[src/rtl/branch_unit.sv]
// Branch unit: status register, program counter and a three-state branch
// sequencer (IDLE -> EVAL -> UPDATE). The branch is accepted at edge T.
// Its condition and target are resolved at T+1. The pc, taken and br_done
// change at T+2.
// Optional feature: define BRANCH_LINK_EN to make condition 111 an
// always-taken branch-and-link that writes the link register. Without the
// macro, 111 is reserved (never taken) and lr is tied to zero.

module branch_unit (
  input  logic       clk,
  input  logic       reset_n,
  input  logic       load_s,
  input  logic [2:0] status_in,
  input  logic       pc_inc,
  input  logic       br_valid,
  input  logic [2:0] br_cond,
  input  logic [7:0] br_offset,
  output logic       br_ready,
  output logic       br_done,
  output logic       taken,
  output logic [8:0] pc,
  output logic [8:0] lr,
  output logic [2:0] status
);

  typedef enum logic [1:0] {
    IDLE   = 2'd0,
    EVAL   = 2'd1,
    UPDATE = 2'd2
  } state_t;

  localparam logic [2:0] COND_ALWAYS = 3'b000;
  localparam logic [2:0] COND_EQ     = 3'b001;
  localparam logic [2:0] COND_NE     = 3'b010;
  localparam logic [2:0] COND_LT     = 3'b011;
  localparam logic [2:0] COND_LE     = 3'b100;
  localparam logic [2:0] COND_LINK   = 3'b111;

  state_t     state;
  state_t     next_state;

  logic [2:0] cond_q;
  logic [7:0] offset_q;
  logic       take_q;
  logic [8:0] target_q;

  logic       accept;
  logic       cond_met;
  logic [8:0] pc_plus1;
  logic [8:0] branch_target;

  logic       flag_n;
  logic       flag_v;
  logic       flag_z;

  assign flag_n = status[2];
  assign flag_v = status[1];
  assign flag_z = status[0];

  assign pc_plus1      = pc + 9'd1;
  assign branch_target = pc_plus1 + {offset_q[7], offset_q};

  // Next state, ready flag and acceptance strobe
  always_comb begin
    next_state = state;
    br_ready   = 1'b0;
    accept     = 1'b0;
    case (state)
      IDLE: begin
        br_ready = 1'b1;
        if (br_valid) begin
          accept     = 1'b1;
          next_state = EVAL;
        end
      end
      EVAL:    next_state = UPDATE;
      UPDATE:  next_state = IDLE;
      default: next_state = IDLE;
    endcase
  end

  // Condition decode against the status register
  always_comb begin
    cond_met = 1'b0;
    case (cond_q)
      COND_ALWAYS: cond_met = 1'b1;
      COND_EQ:     cond_met = flag_z;
      COND_NE:     cond_met = ~flag_z;
      COND_LT:     cond_met = flag_n ^ flag_v;
      COND_LE:     cond_met = (flag_n ^ flag_v) | flag_z;
`ifdef BRANCH_LINK_EN
      COND_LINK:   cond_met = 1'b1;
`else
      COND_LINK:   cond_met = 1'b0;
`endif
      default:     cond_met = 1'b0;
    endcase
  end

  // Sequencer state register
  always_ff @(posedge clk or negedge reset_n) begin
    if (!reset_n) begin
      state <= IDLE;
    end else begin
      state <= next_state;
    end
  end

  // Status flags load on any edge with load_s, regardless of sequencer state
  always_ff @(posedge clk or negedge reset_n) begin
    if (!reset_n) begin
      status <= 3'b000;
    end else if (load_s) begin
      status <= status_in;
    end
  end

  // Capture the accepted request, then latch the resolved decision in EVAL
  always_ff @(posedge clk or negedge reset_n) begin
    if (!reset_n) begin
      cond_q   <= 3'b000;
      offset_q <= 8'h00;
      take_q   <= 1'b0;
      target_q <= 9'h000;
    end else begin
      if (accept) begin
        cond_q   <= br_cond;
        offset_q <= br_offset;
      end
      if (state == EVAL) begin
        take_q   <= cond_met;
        target_q <= branch_target;
      end
    end
  end

  // Program counter, taken flag and completion pulse
  always_ff @(posedge clk or negedge reset_n) begin
    if (!reset_n) begin
      pc      <= 9'h000;
      taken   <= 1'b0;
      br_done <= 1'b0;
    end else begin
      br_done <= 1'b0;
      if (state == UPDATE) begin
        pc      <= take_q ? target_q : pc_plus1;
        taken   <= take_q;
        br_done <= 1'b1;
      end else if (state == IDLE && !br_valid && pc_inc) begin
        pc <= pc_plus1;
      end
    end
  end

`ifdef BRANCH_LINK_EN
  // Link register saves the return address on a branch-and-link
  always_ff @(posedge clk or negedge reset_n) begin
    if (!reset_n) begin
      lr <= 9'h000;
    end else if (state == UPDATE && cond_q == COND_LINK) begin
      lr <= pc_plus1;
    end
  end
`else
  assign lr = 9'h000;
`endif

endmodule

[config.mk]
export PLATFORM = sky130hd
export DESIGN_NAME = branch_unit
export DESIGN_NICKNAME = d
export VERILOG_FILES = /design/src/rtl/branch_unit.sv
export SDC_FILE = /design/constraint.sdc
export NUM_CORES = 1
export LEC_CHECK = 0
export ABC_CLOCK_PERIOD_IN_PS = 2500
export BUFFER_PORTS_ARGS = -buffer_cell sky130_fd_sc_hd__clkbuf_2
export CAP_MARGIN = 20
export CORE_UTILIZATION = 40
export DETAILED_ROUTE_END_ITERATION = 8
export GPL_ROUTABILITY_DRIVEN = 0
export PLACE_DENSITY = 0.68
export SLEW_MARGIN = 20
export SYNTH_ARGS = -nofsm -noshare
export SYNTH_HDL_FRONTEND = slang
export SYNTH_SLANG_ARGS = --single-unit
[constraint.sdc]
create_clock -name clk -period 2.5 [get_ports clk]
set_clock_uncertainty 0.15 [all_clocks]
set_input_delay 0.25 -clock clk [delete_from_list [all_inputs] [get_ports clk]]
set_output_delay 0.25 -clock clk [all_outputs]
set_load 0.005 [all_outputs]
==> run_results.csv, run 1 <==
group,metric,value,unit
status,status,"finished, violations left",
status,violations,"negative setup slack",
drt,wl,4.09,mm
synth,synth_cell_types,38,
clock_tree,cts.sinks,37,
clock_tree,htreeDepth,2,
die,die_y,73.3,um
timing,min_period_over_period,104,%
pwr,irDropWorstVdd,0.494,mV
cells_and_area,n_fill_cell,429,
global_routing,grt_pass1_vias,1425,
place,dp_hpwl,2.79,mm
cells_and_area,drive_gt1_share,38.9,%
global_routing,grt_use_met1,20.5,%
synth,synth_cells,191,
timing,whs,42.3,ps
flow_run,cap_violations,0,
clock_tree,clock_latency,290,ps
synth,yosysMostFrequentCell,"dfrtp_1",
clock_tree,cts_tree,"built",
global_routing,grt_overflow,0,
timing,fin_crit,2600,ps
drt,routedWlPerCell,13.0,um
pwr,power.density,1260,nW/um2
pwr,totalPowerFinal,3.33,mW
timing,worstMarginPinSlew,908,ps
setup_path,required,2520,ps
global_routing,grt_pass1_wl,6.39,mm
synth,synth_area,2030,um2
die,rows,25,
cells_and_area,antennaDiodeCount,0,
setup_path,crit_path_end_kind,"flip-flop",
setup_path,reg2reg_from,"pc[0]",
timing,slew_headroom,39.5,%
timing,slew_violations,0,
synth,ys_ff_latch,37,
setup_path,path_class,"reg2reg",
clock_tree,clk_path_buf_depth,2,
cells_and_area,fin_nets,275,
synth,synthArstFlopShare,100,%
synth,synthFlopType,"dfrtp_1",
synth,yosysWarnings,0,
cells_and_area,syn2layout_area_growth,29.8,%
drt,num_vias,1525,
die,die_w,73.3,um
place,place_ws,-89.3,ps
die,initial_core_util,42.2,%
die,num_io_pins,43,
clock_tree,cts_buffers,5,
place,port-buffer-count,33,
clock_tree,root_buffer,"clkbuf_8",
synth,netlist_top_cells_count,"dfrtp_1, o21ai_0, mux2_2",
drt,drtPass1Iterations,4,
timing,grt_setup_unrepaired,"yes",
synth,avgSynthCellArea,10.6,um2
die,core-area,4820,um2
timing,max_clock_freq,0.384,GHz
timing,fin_tns_setup,-129,ps
setup_path,setup.worst_path.start_class,"flip-flop",
drt,drtIter0Drc,82,
timing,finalSetupViolCount,3,
cells_and_area,final_core_util,54.8,%
global_routing,gr-usage-met3,4.25,%
global_routing,track_usage,15.7,%
setup_path,path_max_fanout,3,
synth,synth_top_area_share,45.5,%
clock_tree,clkTransAtPathRegs,80,ps
global_routing,met2_usage,25.5,%
pwr,p_leak,1.25,nW
setup_path,arrival,2630,ps
setup_path,startpoint,"pc[0]",
synth,synth_edf_count,0,
global_routing,grt_max_degree,38,
timing,hold_violations,0,
drt,ant_nets,0,
global_routing,antenna_found_initial,0,
timing,fin_ws,-105,ps
worst_hold_path,hp-class,"in2reg",
drt,vias_per_cell,4.86,
drt,drc,0,
synth,synth_top_area_cell,"dfrtp_1",
die,dieArea,5370,um2
synth,synthTopCellsByArea,"dfrtp_1, mux2_2, ha_1",
global_routing,grt.busiest_layer,"met2",
synth,ys_seq_area_share,45.5,%
worst_hold_path,holdCritStartpoint,"br_offset[6]",
==> kinds of logic after synthesis <==
group	after synthesis	synth area share, %
DFF	37	45.5
adders and majority gates	10	6.52
other	1	0.184
muxes	23	12.4
and+or+nand+nor	46	10.9
AOI/OAI and AO/OA	37	11.9
buffers and inverters	21	5.72
xor gates and xnor gates	16	6.89
==> report_power, final <==
part	switching [mW]	internal [mW]
Clock	0.222	0.325
Sequential	0.193	0.809
Combinational	0.809	0.973
==> layout make-up <==
class	instances	area [um2]	share of cell area, %
Clock buffer	6	82.6	3.13
Clock inverter	2	37.5	1.42
Inverter	7	26.3	0.995
Multi-Input combinational cell	141	1150	43.7
Sequential cell	37	926	35.1
Tap cell	67	83.8	3.18
Timing Repair Buffer	54	329	12.5
==> through the flow <==
step,std cells,cell area (um2)
final,314,2640
after global routing,314,2640
after CTS,308,2490
after detailed placement,298,2320
after global placement,298,2320
after floorplan,199,2060
==> worst paths after layout <==
path | cells past startpoint | to | slack (ps)
worst max-delay path | 10 | target_q[7] | -100
worst min-delay path | 2 | offset_q[6] | 40
worst max register to register | 10 | target_q[7] | -100
worst min register to register | 2 | target_q[5] | 330
max in group asynchronous | 2 | offset_q[5] | 1160
min in group asynchronous | 2 | pc[2] | 470
==> cells in the final DEF (no fill, tap or decap), types with 2 or more instances in the layout <==
cell / instances
a21oi_1: 5
ha_4: 3
o21ai_0: 18
dfrtp_1: 37
mux2_2: 16
nor2b_1: 3
conb_1: 9
mux2i_1: 6
a21o_1: 2
nor3_1: 3
clkbuf_2: 33
xor2_1: 6
nand2_1: 16
buf_4: 19
inv_1: 7
clkbuf_8: 6
nand3_1: 2
and2_1: 3
xnor2_1: 7
ha_1: 6
nor2_1: 9
==> sequential cells by signal, summed over array words and instances, names as in the netlist <==
signal / count
target_q: 9
cond_q: 3
status: 3
br_done: 1
take_q: 1
state: 2
pc: 9
offset_q: 8
taken: 1
==> metal layers <==
metal  wire (um)  up-vias
met3         194        6
met5           0        -
met1        1880      719
li1            -      754
met2        1970       46
met4          44        0
==> critical path: stages (launching register included) <==
cell and delay [ps]:
dfrtp_1 390, buf_6 120, ha_4 140, nand3_4 110, xnor2_4 190, ha_4 170, or3_4 370, a311oi_2 320
o41ai_2 120, xor2_1 150, mux2_4 270
==> repair_timing <==
item | CTS | global route
endpoints found under the hold margin | 37 | 0
setup endpoints to repair | 2 | 4
buffers inserted | 1 | 6
hold buffers | 1 | 0
gates resized for setup | 5 | 16
pin swaps | 1 | 12
Note: power is estimated with default switching activity, not from simulation.
==> run 2: changes to the inputs <==
--- a/config.mk
+++ b/config.mk
@@ -7,8 +7,8 @@
 export LEC_CHECK = 0
 export ABC_CLOCK_PERIOD_IN_PS = 2500
 export BUFFER_PORTS_ARGS = -buffer_cell sky130_fd_sc_hd__clkbuf_2
-export CAP_MARGIN = 20
 export CORE_UTILIZATION = 40
+export CTS_CLUSTER_DIAMETER = 60
 export DETAILED_ROUTE_END_ITERATION = 8
 export GPL_ROUTABILITY_DRIVEN = 0
 export PLACE_DENSITY = 0.68
@@ -16,3 +16,4 @@
 export SYNTH_ARGS = -nofsm -noshare
 export SYNTH_HDL_FRONTEND = slang
 export SYNTH_SLANG_ARGS = --single-unit
+export TNS_END_PERCENT = 20
==> run 2 against run 1 <==
Effect of this change: the run still ends with negative setup slack left; register-to-register slack hardly changed; sequential power about the same; critical path depth unchanged; hold slack is essentially flat; routed wire length shrank 2.3%; combinational power down 6%; final area is 1.1% lower; utilization is 0.62 points lower; sequential cell count is the same; first-iteration DRC count up 8.5%.
==> run_results.csv, run 2 (synthesis results as in run 1) <==
group,metric,value,unit
global_routing,track_usage,15.7,%
flow_run,cap_violations,0,
pwr,p_int,2.04,mW
pwr,pwr-share-clk,17.0,%
global_routing,grt_overflow,0,
clock_tree,cts.sinks,37,
timing,slew_violations,0,
place,place_ws,-89.3,ps
global_routing,grt_pass1_vias,1425,
setup_path,crit_path_end_kind,"flip-flop",
timing,max_clock_freq,0.386,GHz
clock_tree,cts_tree,"built",
place,dp_hpwl,2.79,mm
clock_tree,clkTransAtPathRegs,80,ps
cells_and_area,fin_nets,271,
die,dieArea,5370,um2
drt,vias_per_cell,4.77,
setup_path,required,2520,ps
cells_and_area,seq_area,926,um2
global_routing,grt_pass1_wl,6.39,mm
pwr,combPwrFrac,51.9,%
drt,num_vias,1478,
setup_path,startpoint,"pc[0]",
global_routing,grt_max_degree,38,
cells_and_area,final_common_cell,"dfrtp_1",
drt,drtPass1Iterations,4,
timing,fin_crit,2590,ps
status,status,"finished, violations left",
drt,ant_nets,0,
timing,grt_setup_unrepaired,"yes",
timing,finalSetupViolCount,2,
setup_path,setup.worst_path.start_class,"flip-flop",
pwr,power_switching,1.19,mW
pwr,sequentialPowerShare,31.1,%
pwr,p_leak,1.23,nW
clock_tree,clk_path_buf_depth,2,
die,num_io_pins,43,
setup_path,reg2reg_from,"pc[0]",
drt,routedWlPerCell,12.9,um
timing,fin_ws,-91.7,ps
die,rows,25,
timing,slew_headroom,39.4,%
cells_and_area,syn2layout_area_growth,28.4,%
cells_and_area,multi_input_area,1150,um2
timing,hold_violations,0,
cells_and_area,fin_area,2610,um2
timing,whs,42.1,ps
drt,wl,4.00,mm
timing,min_period_over_period,104,%
cells_and_area,antennaDiodeCount,0,
drt,drtIter0Drc,89,
cells_and_area,final_core_util,54.2,%
die,die_w,73.3,um
global_routing,antenna_found_initial,0,
setup_path,path_class,"reg2reg",
cells_and_area,drive_gt1_share,37.9,%
pwr,totalPowerFinal,3.22,mW
clock_tree,htreeDepth,2,
pwr,switching_share,36.9,%
place,dpl_cell_area,2320,um2
drt,drc,0,
clock_tree,root_buffer,"clkbuf_8",
place,port-buffer-count,33,
pwr,power.density,1230,nW/um2
timing,worstMarginPinSlew,909,ps
pwr,irDropWorstVdd,0.478,mV
cells_and_area,mostFrequentLayoutCells,"dfrtp_1, clkbuf_2, o21ai_0, nand2_1, mux2_2",
worst_hold_path,holdCritStartpoint,"status_in[2]",
die,initial_core_util,42.2,%
die,die_y,73.3,um
clock_tree,clock_latency,290,ps
die,core-area,4820,um2
cells_and_area,n_fill_cell,433,
setup_path,path_max_fanout,3,
cells_and_area,top_regs,"pc: 9 flops, target_q: 9 flops, offset_q: 8 flops",
status,violations,"negative setup slack",
clock_tree,cts_buffers,5,
setup_path,arrival,2610,ps
worst_hold_path,hp-class,"in2reg",
-- run 2: cell count changes in the layout (fill, tap and decap cells not counted) --
cell     delta
buf_4       -4
o21ai_0     +1
o21ai_1     -1
-- run 2: what timing repair did --
item                                   in CTS  in global routing
buffers inserted                            1                  2
endpoints found under the hold margin      37                  0
pin swaps                                   1                 10
gates resized for setup                     5                 15
hold buffers                                1                  0
setup endpoints to repair                   2                  4
-- run 2: worst paths after layout --
path                       cells past startpoint  slack (ps)          end
hold / removal                                 2          40    status[2]
setup reg to reg                              10         -90  target_q[7]
setup / recovery                              10         -90  target_q[7]
max in group asynchronous                      2        1160  offset_q[5]
min in group asynchronous                      2         470        pc[2]
hold reg to reg                                2         330  target_q[5]
-- run 2: metrics by stage --
stage | setup TNS, ps | std cells
finish | -95.3 | 310
global route | -380 | 310
CTS | -23.1 | 308
detailed placement | -127 | 298
global placement | -1.20 | 298
floorplan | 0 | 199
-- run 2: power by group through the flow --
stage	registers [mW]	clock network, mW	logic (mW)
after detailed placement	0.992	0	1.40
after global placement	0.985	0	1.38
after global routing	1.04	0.586	1.86
after floorplan	0.967	0	0.968
final	1.00	0.548	1.67
after CTS	0.979	0.559	1.48
-- run 2: area by class of cell --
type / instances / area share (%)
clock inverters: 2 / 1.44
well taps: 67 / 3.21
repair buffers: 50 / 11.5
multi-input cells: 141 / 44.2
inverters: 7 / 1.01
clock buffers: 6 / 3.16
flip-flops and latches: 37 / 35.5
-- run 2: layer usage --
layer | vias to the layer above | wire length (um) | global-route usage (%)
met5 | - | 0 | 0
met4 | 0 | 29 | 5.13
met3 | 4 | 159 | 4.25
met2 | 36 | 1940 | 25.5
met1 | 690 | 1860 | 20.5
li1 | 748 | - | -
-- run 2: worst max-delay path, stage by stage, from the launching register on --
cell and delay [ps]:
dfrtp_1 390, buf_6 120, ha_4 140, nand3_4 110, xnor2_4 190, ha_4 170, or3_4 360, a311oi_2 310
o41ai_2 120, xor2_1 150, mux2_4 270
==> run 3: changes to the inputs <==
--- a/config.mk
+++ b/config.mk
@@ -7,11 +7,13 @@
 export LEC_CHECK = 0
 export ABC_CLOCK_PERIOD_IN_PS = 2500
 export BUFFER_PORTS_ARGS = -buffer_cell sky130_fd_sc_hd__clkbuf_2
-export CORE_UTILIZATION = 40
+export CELL_PAD_IN_SITES_DETAIL_PLACEMENT = 0
+export CELL_PAD_IN_SITES_GLOBAL_PLACEMENT = 1
+export CORE_UTILIZATION = 38
 export CTS_CLUSTER_DIAMETER = 60
 export DETAILED_ROUTE_END_ITERATION = 8
 export GPL_ROUTABILITY_DRIVEN = 0
-export PLACE_DENSITY = 0.68
+export PLACE_DENSITY = 0.86
 export SLEW_MARGIN = 20
 export SYNTH_ARGS = -nofsm -noshare
 export SYNTH_HDL_FRONTEND = slang
==> run 3 against run 2 <==
Effect of this change: the run still ends with negative setup slack left; worst setup slack improved by 61 ps; first-iteration DRC count fell by 25%; global-route usage fell by 0.74 points; total power rose by 0.86%; sequential share of layout area fell by 0.37 points; largest cell class unchanged; highest routed layer unchanged.
==> run_results.csv, run 3 (synthesis results as in run 1) <==
group,metric,value,unit
status,status,"finished, violations left",
status,violations,"negative setup slack",
drt,drtIter0Drc,67,
setup_path,required,2520,ps
global_routing,grt_pass1_vias,1339,
timing,fin_crit,2530,ps
pwr,p_int,2.07,mW
clock_tree,clock_latency,290,ps
die,rows,26,
place,port-buffer-count,33,
global_routing,grt_max_degree,38,
timing,slew_violations,0,
pwr,pwr-share-clk,16.4,%
worst_hold_path,hold_depth,2,
clock_tree,cts_buffers,5,
die,num_io_pins,43,
drt,num_vias,1482,
cells_and_area,syn2layout_area_growth,29.9,%
pwr,combPwrFrac,52.6,%
pwr,p_leak,1.23,nW
worst_hold_path,holdCritStartpoint,"br_cond[2]",
clock_tree,clkTransAtPathRegs,80,ps
cells_and_area,final_common_cell,"dfrtp_1",
setup_path,reg2reg_from,"pc[1]",
clock_tree,htreeDepth,2,
timing,fin_tns_setup,-30.2,ps
setup_path,ff2ff_path_depth,9,
cells_and_area,mostFrequentLayoutCells,"dfrtp_1, clkbuf_2, o21ai_0, nand2_1, mux2_2",
cells_and_area,drive_gt1_share,39.9,%
drt,ant_nets,0,
pwr,sequentialPowerShare,31.0,%
clock_tree,clk_path_buf_depth,2,
clock_tree,cts.sinks,37,
timing,grt_setup_unrepaired,"yes",
worst_hold_path,hp-class,"in2reg",
timing,fin_ws,-30.2,ps
drt,drtPass1Iterations,4,
global_routing,grt_overflow,0,
timing,min_period_over_period,101,%
place,dp_hpwl,2.90,mm
drt,vias_per_cell,4.73,
pwr,power_switching,1.18,mW
pwr,power.density,1230,nW/um2
timing,finalSetupViolCount,1,
setup_path,setup.worst_path.start_class,"flip-flop",
die,core-area,5140,um2
die,dieArea,5650,um2
drt,routedWlPerCell,12.3,um
drt,wl,3.85,mm
clock_tree,cts_tree,"built",
global_routing,antenna_found_initial,0,
setup_path,r2r_end,"target_q[7]",
cells_and_area,top_regs,"pc: 9 flops, target_q: 9 flops, offset_q: 8 flops",
pwr,switching_share,36.4,%
pwr,irDropWorstVdd,0.543,mV
drt,drc,0,
setup_path,r2r_slack,-30,ps
clock_tree,root_buffer,"clkbuf_8",
cells_and_area,antennaDiodeCount,0,
die,initial_core_util,39.6,%
timing,worstMarginPinSlew,908,ps
cells_and_area,n_fill_cell,469,
setup_path,path_class,"reg2reg",
worst_hold_path,hold_path_end,"cond_q[2]",
timing,hold_violations,0,
flow_run,cap_violations,0,
cells_and_area,fin_nets,271,
setup_path,arrival,2560,ps
setup_path,path_max_fanout,4,
die,die_y,75.1,um
timing,max_clock_freq,0.395,GHz
timing,slew_headroom,39.5,%
setup_path,crit_path_end_kind,"flip-flop",
die,die_w,75.1,um
global_routing,track_usage,15.0,%
timing,whs,41.5,ps
cells_and_area,final_core_util,51.4,%
global_routing,grt_pass1_wl,6.18,mm
## run 3: cell counts in the layout (fill, tap and decap cells not counted)
No cell type changed its count.
## run 3: what timing repair did
action                                  in CTS  in global routing
setup buffers                                2                  1
hold buffers                                 1                  0
resized for setup                            8                 20
endpoints found under the setup margin       3                  4
hold endpoints to repair                    37                  0
pin swaps                                    7                 12
## run 3: stage by stage
stage | setup slack [ps] | instances | power [mW] | area [um2]
global placement | -8.03 | 301 | 2.36 | 2320
detailed placement | -53.3 | 301 | 2.39 | 2320
global route | -104 | 313 | 3.52 | 2640
floorplan | 59.5 | 199 | 1.93 | 2060
CTS | -7.15 | 312 | 3.04 | 2500
finish | -30.2 | 313 | 3.25 | 2640
## run 3: layout make-up
class | instances | area, um2 | share of cell area [%]
clock inverter | 2 | 37.5 | 1.42
clock buffer | 6 | 82.6 | 3.13
sequential | 37 | 927 | 35.1
multi-input combinational | 141 | 1180 | 44.7
timing repair buffer | 50 | 299 | 11.3
inverter | 7 | 26.3 | 0.995
tap | 70 | 87.6 | 3.32
## run 3: worst max path at each step
stage / start / to / slack [ps] / depth (start not counted)
floorplan: pc[0] / target_q[7] / 60 / 9
finish: pc[1] / target_q[7] / -30 / 9
CTS: pc[1] / target_q[8] / -7 / 9
detailed placement: pc[1] / target_q[8] / -50 / 9
global route: pc[1] / target_q[7] / -100 / 9
global placement: pc[1] / target_q[8] / -8 / 9
## run 3: per-layer routing
| layer | share of wire (%) | up-vias | GRT usage [%] |
|---|---|---|---|
| li1 | - | 752 | - |
| met1 | 47 | 700 | 19.7 |
| met2 | 48 | 25 | 23.5 |
| met4 | 2.1 | 0 | 6.79 |
| met3 | 3.1 | 5 | 3.61 |
| met5 | 0 | - | 0 |
## run 3: power groups by stage
stage               clock (mW)  sequential (mW)  combinational (mW)
finish                   0.532             1.01                1.71
global route             0.573             1.04                1.90
CTS                      0.550            0.981                1.51
detailed placement           0            0.989                1.40
global placement             0            0.984                1.37
floorplan                    0            0.967               0.968
## run 3: worst max-delay path, stage by stage, from the launching register on
cell      delay, ps
dfrtp_1         440
and3_4          250
nand3_4         100
xnor2_4         180
ha_4            170
or3_4           320
a311oi_2        280
o41ai_2         120
xor2_1          140
mux2_4          260
